==> src/rtl/blink_rate_decoder_pkg.sv <==
// Shared constants for the switch-selected LED blink scheme.
// The transmitter and this decoder both derive their half-periods from half_period().
package blink_rate_decoder_pkg;

  localparam logic [1:0] RATE_1HZ  = 2'd0;
  localparam logic [1:0] RATE_10HZ = 2'd1;
  localparam logic [1:0] RATE_20HZ = 2'd2;
  localparam logic [1:0] RATE_30HZ = 2'd3;

  localparam logic [1:0] ST_IDLE    = 2'd0;
  localparam logic [1:0] ST_ACQUIRE = 2'd1;
  localparam logic [1:0] ST_LOCKED  = 2'd2;

  typedef enum logic [1:0] {
    IDLE    = ST_IDLE,
    ACQUIRE = ST_ACQUIRE,
    LOCKED  = ST_LOCKED
  } state_t;

  function automatic int unsigned rate_hz(input logic [1:0] code);
    case (code)
      RATE_1HZ:  return 1;
      RATE_10HZ: return 10;
      RATE_20HZ: return 20;
      default:   return 30;
    endcase
  endfunction

  // The +1 accounts for a transmitter counter that runs 0..N inclusive.
  function automatic int unsigned half_period(input int unsigned clock_frequency,
                                              input logic [1:0]  code);
    return clock_frequency / (2 * rate_hz(code)) + 1;
  endfunction

  function automatic int unsigned tolerance(input int unsigned n);
    return n >> 3;
  endfunction

endpackage

==> src/rtl/blink_rate_decoder_sync_edge_detect.sv <==
// Two-flop synchronizer for an asynchronous pin plus a third flop that
// turns any level change into a one-cycle pulse.
module sync_edge_detect
  import blink_rate_decoder_pkg::*;
(
  input  logic clk,
  input  logic rst_n,
  input  logic raw,
  output logic edge_pulse
);

  logic sync_p0;
  logic sync_p1;
  logic sync_p2;

  always_ff @(posedge clk or negedge rst_n) begin
    if (!rst_n) begin
      sync_p0 <= 1'b0;
      sync_p1 <= 1'b0;
      sync_p2 <= 1'b0;
    end else begin
      sync_p0 <= raw;
      sync_p1 <= sync_p0;
      sync_p2 <= sync_p1;
    end
  end

  assign edge_pulse = sync_p1 ^ sync_p2;

endmodule

==> src/rtl/blink_rate_decoder.sv <==
// Measures half-periods of the incoming blink square wave, recovers the
// 2-bit rate code after LOCK_COUNT consistent periods, and flags loss of signal.
module blink_rate_decoder
  import blink_rate_decoder_pkg::*;
#(
  parameter int unsigned CLOCK_FREQUENCY = 66000000,
  parameter int unsigned LOCK_COUNT      = 4,
  parameter int unsigned CNT_W           = 27
) (
  input  logic       clk,
  input  logic       rst_n,
  input  logic       blink_in,
  output logic [1:0] rate_code,
  output logic       code_valid,
  output logic       lock_pulse,
  output logic       no_signal
);

  localparam logic [CNT_W-1:0] TIMEOUT =
    CNT_W'(2 * half_period(CLOCK_FREQUENCY, RATE_1HZ));

  localparam logic [3:0][CNT_W-1:0] N_TAB = {
    CNT_W'(half_period(CLOCK_FREQUENCY, RATE_30HZ)),
    CNT_W'(half_period(CLOCK_FREQUENCY, RATE_20HZ)),
    CNT_W'(half_period(CLOCK_FREQUENCY, RATE_10HZ)),
    CNT_W'(half_period(CLOCK_FREQUENCY, RATE_1HZ))
  };

  localparam logic [3:0][CNT_W-1:0] TOL_TAB = {
    CNT_W'(tolerance(half_period(CLOCK_FREQUENCY, RATE_30HZ))),
    CNT_W'(tolerance(half_period(CLOCK_FREQUENCY, RATE_20HZ))),
    CNT_W'(tolerance(half_period(CLOCK_FREQUENCY, RATE_10HZ))),
    CNT_W'(tolerance(half_period(CLOCK_FREQUENCY, RATE_1HZ)))
  };

  localparam logic [3:0] LOCK_MATCH = 4'(LOCK_COUNT);

  function automatic logic in_window(input logic [CNT_W-1:0] m,
                                     input logic [CNT_W-1:0] n,
                                     input logic [CNT_W-1:0] tol);
    logic [CNT_W-1:0] diff;
    diff = (m > n) ? (m - n) : (n - m);
    return diff <= tol;
  endfunction

  logic             edge_pulse;
  logic [CNT_W-1:0] cnt;
  logic [CNT_W-1:0] meas;
  logic             cls_valid;
  logic [1:0]       cls_code;
  logic [3:0]       match_cnt;
  logic [3:0]       next_match;
  logic [1:0]       cand;
  logic             timeout;
  state_t           state;

  // Stage p0..p2: pin synchronisation and edge extraction
  sync_edge_detect u_sync (
    .clk        (clk),
    .rst_n      (rst_n),
    .raw        (blink_in),
    .edge_pulse (edge_pulse)
  );

  // Stage p3: half-period measurement; the counter restarts on the edge it measures
  always_ff @(posedge clk or negedge rst_n) begin
    if (!rst_n) begin
      cnt <= '0;
    end else if (edge_pulse) begin
      cnt <= '0;
    end else if (cnt != TIMEOUT) begin
      cnt <= cnt + CNT_W'(1);
    end
  end

  assign meas    = cnt + CNT_W'(1);
  assign timeout = !edge_pulse && (cnt == TIMEOUT - CNT_W'(1));

  always_comb begin
    cls_valid = 1'b0;
    cls_code  = RATE_1HZ;
    for (int k = 0; k < 4; k++) begin
      if (in_window(meas, N_TAB[k], TOL_TAB[k])) begin
        cls_valid = 1'b1;
        cls_code  = 2'(k);
      end
    end
  end

  always_comb begin
    next_match = {3'b000, cls_valid};
    if (cls_valid && (cls_code == cand)) begin
      next_match = match_cnt + 4'd1;
    end
  end

  // Stage p4: lock state machine with registered outputs
  always_ff @(posedge clk or negedge rst_n) begin
    if (!rst_n) begin
      state      <= IDLE;
      cand       <= RATE_1HZ;
      match_cnt  <= '0;
      rate_code  <= RATE_1HZ;
      code_valid <= 1'b0;
      lock_pulse <= 1'b0;
      no_signal  <= 1'b1;
    end else begin
      lock_pulse <= 1'b0;
      if (edge_pulse) begin
        case (state)
          IDLE: begin
            state     <= ACQUIRE;
            match_cnt <= '0;
            no_signal <= 1'b0;
          end
          ACQUIRE: begin
            match_cnt <= next_match;
            if (cls_valid) begin
              cand <= cls_code;
            end
            if (cls_valid && (next_match == LOCK_MATCH)) begin
              state      <= LOCKED;
              rate_code  <= cls_code;
              code_valid <= 1'b1;
              lock_pulse <= 1'b1;
            end
          end
          LOCKED: begin
            if (!(cls_valid && (cls_code == rate_code))) begin
              state      <= ACQUIRE;
              code_valid <= 1'b0;
              match_cnt  <= {3'b000, cls_valid};
              if (cls_valid) begin
                cand <= cls_code;
              end
            end
          end
          default: begin
            state <= IDLE;
          end
        endcase
      end else if (timeout) begin
        state      <= IDLE;
        no_signal  <= 1'b1;
        code_valid <= 1'b0;
      end
    end
  end

endmodule

==> config.mk <==
export PLATFORM = sky130hd
export DESIGN_NAME = blink_rate_decoder
export DESIGN_NICKNAME = d
export VERILOG_FILES = /design/src/rtl/blink_rate_decoder_pkg.sv /design/src/rtl/blink_rate_decoder_sync_edge_detect.sv /design/src/rtl/blink_rate_decoder.sv
export SDC_FILE = /design/constraint.sdc
export NUM_CORES = 1
export LEC_CHECK = 0
export ABC_AREA = 1
export ABC_CLOCK_PERIOD_IN_PS = 7800
export CAP_MARGIN = 20
export CORE_MARGIN = 10
export CORE_UTILIZATION = 35
export DETAILED_ROUTE_END_ITERATION = 10
export PLACE_DENSITY_LB_ADDON = 0.08
export SYNTH_ARGS = -nofsm -noshare
export SYNTH_HDL_FRONTEND = slang
export SYNTH_SLANG_ARGS = --single-unit
==> constraint.sdc <==
create_clock -name clk -period 7.8 [get_ports clk]
set_clock_uncertainty 0.15 [all_clocks]
set_input_delay 1.56 -clock clk [delete_from_list [all_inputs] [get_ports clk]]
set_output_delay 1.56 -clock clk [all_outputs]
set_load 0.05 [all_outputs]
==> results by group <==
Status
  • Status: finished clean

STA
  • Max Fclk: 171.4 MHz
  • Final-report setup violation count: 0
  • Slew Limit Fails: 0
  • Slew @ Worst Pin: 1.065 ns
  • Hold Fails Final Rpt: 0
  • Final worst path period share: 0.7482
  • Period minus WS final: 5.836 ns
  • Slew headroom: 0.2880
  • Setup TNS: 0 ns
  • RSZ-0062 raised after global routing: no

Route
  • DRT Wirelength: roughly 50 mm
  • Residual DRC: 0
  • Vias/cell: between 5 and 6
  • Antenna-violating nets left: 0
  • Via count: between 10000 and 15000
  • M1 wire length: 20.91 mm
  • Met2 WL: ~21 mm
  • DR top layer: met4
  • 1st-pass router iterations: 6
  • Routed length per instance: 20.87 microns
  • Metal3 WL: 4.511 mm
  • Drt initial violations: about 1700

Yosys
  • Top-count cell post-synth: nand2_1
  • Synthesized area per cell: 5.119 sq um
  • Number of synthesized flops with an enable pin: 0
  • Seq cells post-synth: 43
  • Yosys cell types: 48
  • Top post-synthesis cells by count: nand2_1 (882), nand3_1 (225), nor2_1 (223)
  • Area of the mapped netlist: between 0.01 and 0.015 sq mm
  • Synth top area cells: nand2_1 (32%), nand3_1 (11%), dfrtp_1 (10%)
  • Yosys top cell by area: nand2_1
  • Syn_nets: around 2000
  • Mapped Cells: 2028
  • Fraction of registers with async set/reset: 1.000
  • Post-synthesis sequential area ratio: 0.1038
  • Yosys warns: 0
  • Top cell type's share of synthesized area: 0.3189
  • Dominant synthesized flop cell: dfrtp_1

Pwr
  • Switching part of the total: 0.5246
  • Net Sw Power: between 0.0005 and 0.0006 W
  • Clock Power Share: 0.212
  • Maximum vdd drop: 0.1125 mV
  • Power Dens Cells: about 94 mW/mm^2
  • Flop pwr share: 0.252
  • Combinational power share: 0.536
  • Pint: between 0.0004 and 0.0005 W
  • Leak: 5.963 nW

Floorplanning
  • Ports: 8
  • Site Rows: 62
  • Die Height: between 150 and 200 microns
  • Die ar.: 0.03695 sq mm
  • Die Width: ~190 microns
  • Starting Density: 0.3578
  • Core ar.: 0.02901 sq mm

Layout
  • Area Growth Syn to Fin: 4.207%
  • Layout Cells excl Fill: between 2000 and 2500
  • Final #Nets: a little over 2000
  • Antenna Cells: 0
  • # fillers: 3455
  • Share of cells above drive strength 1: 0.08659

Flow run
  • Max_cap viols: 0

Worst setup path
  • CP required: about 7.8 ns
  • CP Data Arrival Time: a little under 6 ns
  • Setup crit end kind: flop
  • Critical Path Fanout Max: 20
  • Slowest CP cell: nand2_1
  • Crit start category: flop
  • Crit-path max cell delay: 0.63 ns
  • Crit Path Category: reg -> reg
  • Cell mode on critical path: nand2_1

Clock network
  • Longest Clk Path Bufs: 2
  • Setup Buffers After CTS: 0
  • CTS Hold Bufs: 0
  • CTS tree: done
  • CTS clk-pin slew, worst paths: around 0.06 ns
  • Root Driver: clkbuf_16
  • H-tree depth: 2
  • Clock latency on the worst-skew pair: roughly 0.3 ns
  • TritonCTS buffer count: 5
  • CTS sink count: 43
  • Post-CTS sizing: 0

Placement
  • DP Wirelength: 38.20 mm
  • Dpl cells: between 2000 and 2500
  • GP Congestion: around 1.0
  • I/O Buffers: 7

Hold path
  • Hold WC Path Type: reg -> reg

GRT
  • Antenna violations before repair: 0
  • Total Routing Usage GR: 0.2657
  • Largest net degree at the start of global routing: 44
  • Overflow after GRT: 0
  • First-pass GRT wire length: roughly 75 mm
  • Vias in the first global route: between 10000 and 15000
## metal layers
metal / vias up / track usage
met1: 5998 / 0.3406
met3: 165 / 0.04280
li1: 6300 / -
met4: 0 / 0.1294
met5: - / 0
met2: 662 / 0.4243
## per-stage QoR
stage | hold slack, ns | total power, W | utilization | worst slack [ns] | area [sq um]
2_1_floorplan | 0.1812 | 0.0005831 | - | 3.716 | 10380
3_5_place_dp | 0.1911 | 0.0007676 | 0.3673 | 2.093 | 10660
5_1_grt | 0.2311 | 0.001068 | 0.3729 | 1.492 | 10820
3_3_place_gp | 0.2054 | 0.0007732 | 0.3673 | 2.126 | 10660
6_report | 0.2107 | 0.001012 | 0.3729 | 1.964 | 10820
4_1_cts | 0.2157 | 0.0009904 | 0.3722 | 2.095 | 10800
## placed cells by master (no fill, tap or decap), types with 6 or more instances in the layout
| cell type | instances |
|---|---|
| a21oi_1 | 38 |
| buf_4 | 8 |
| clkdlybuf4s50_1 | 6 |
| dfrtp_1 | 42 |
| ha_1 | 13 |
| inv_1 | 170 |
| inv_2 | 31 |
| nand2_1 | 882 |
| nand2_2 | 38 |
| nand2_4 | 17 |
| nand3_1 | 225 |
| nand3b_1 | 6 |
| nand4_1 | 37 |
| nor2_1 | 223 |
| nor2_2 | 32 |
| nor2_4 | 13 |
| nor3_1 | 18 |
| o21ai_0 | 36 |
| o21ai_1 | 19 |
| xor2_1 | 84 |
## logic make-up (layout without fill, tap and decap cells)
logic type	after synthesis	count (layout)	share of synthesized area
and+or+nand+nor	1513	1513	0.6416
buffers and inverters	260	230	0.1071
xor gates and xnor gates	84	84	0.07087
AOI/OAI and AO/OA	115	115	0.06099
adders and majority gates	13	13	0.01567
DFF	43	43	0.1038
## power by group through the flow
| stage | clock [W] | sequential, W | combinational [W] |
|---|---|---|---|
| after floorplan | 0 | 0.000261 | 0.000322 |
| after detailed placement | 0 | 0.000259 | 0.000508 |
| after CTS | 0.000224 | 0.000255 | 0.000511 |
| after global placement | 0 | 0.000258 | 0.000515 |
| after global routing | 0.000231 | 0.000257 | 0.000579 |
| final | 0.000215 | 0.000255 | 0.000542 |
## worst max-delay path: cells and delay by family, from the launching register on
family                   cells  cell delay, ns
AO/OA/AOI/OAI                1            0.20
adder cells (fa/ha/maj)      1            0.33
flip-flops                   1            0.56
AND/OR/NAND/NOR             30            4.46
## worst paths after layout
| check | startpoint | depth (start not counted) | slack (ns) | end |
|---|---|---|---|---|
| max | cnt[0]$_DFFE_PN0P_ | 32 | 1.96 | state[1]$_DFFE_PN0P_ |
| min | u_sync.sync_p0$_DFF_PN0_ | 0 | 0.21 | u_sync.sync_p1$_DFF_PN0_ |
| max reg2reg | cnt[0]$_DFFE_PN0P_ | 32 | 1.96 | state[1]$_DFFE_PN0P_ |
| min reg2reg | u_sync.sync_p0$_DFF_PN0_ | 0 | 0.21 | u_sync.sync_p1$_DFF_PN0_ |
| max in group asynchronous | rst_n | 2 | 5.90 | no_signal$_DFFE_PN1P_ |
| min in group asynchronous | rst_n | 1 | 1.02 | cnt[17]$_DFFE_PN0P_ |
## sequential cells by signal, summed over array words and instances, names as in the netlist
signal and flops:
match_cnt 4, state 2, u_sync.sync_p0 1, cnt 27
lock_pulse 1, u_sync.sync_p2 1, no_signal 1, code_valid 1
rate_code 2, u_sync.sync_p1 1, cand 2
## final cells by class
type | instances | area (sq um) | share of cell area
multi-input cells | 1725 | 8192 | 0.7572
clock buffers | 6 | 128.9 | 0.01191
well taps | 384 | 480.5 | 0.04441
clock inverters | 2 | 12.51 | 0.001157
inverters | 206 | 782.0 | 0.07229
flip-flops and latches | 43 | 1077 | 0.09958
repair buffers | 16 | 145.1 | 0.01342
Note: power is estimated with default switching activity, not from simulation.
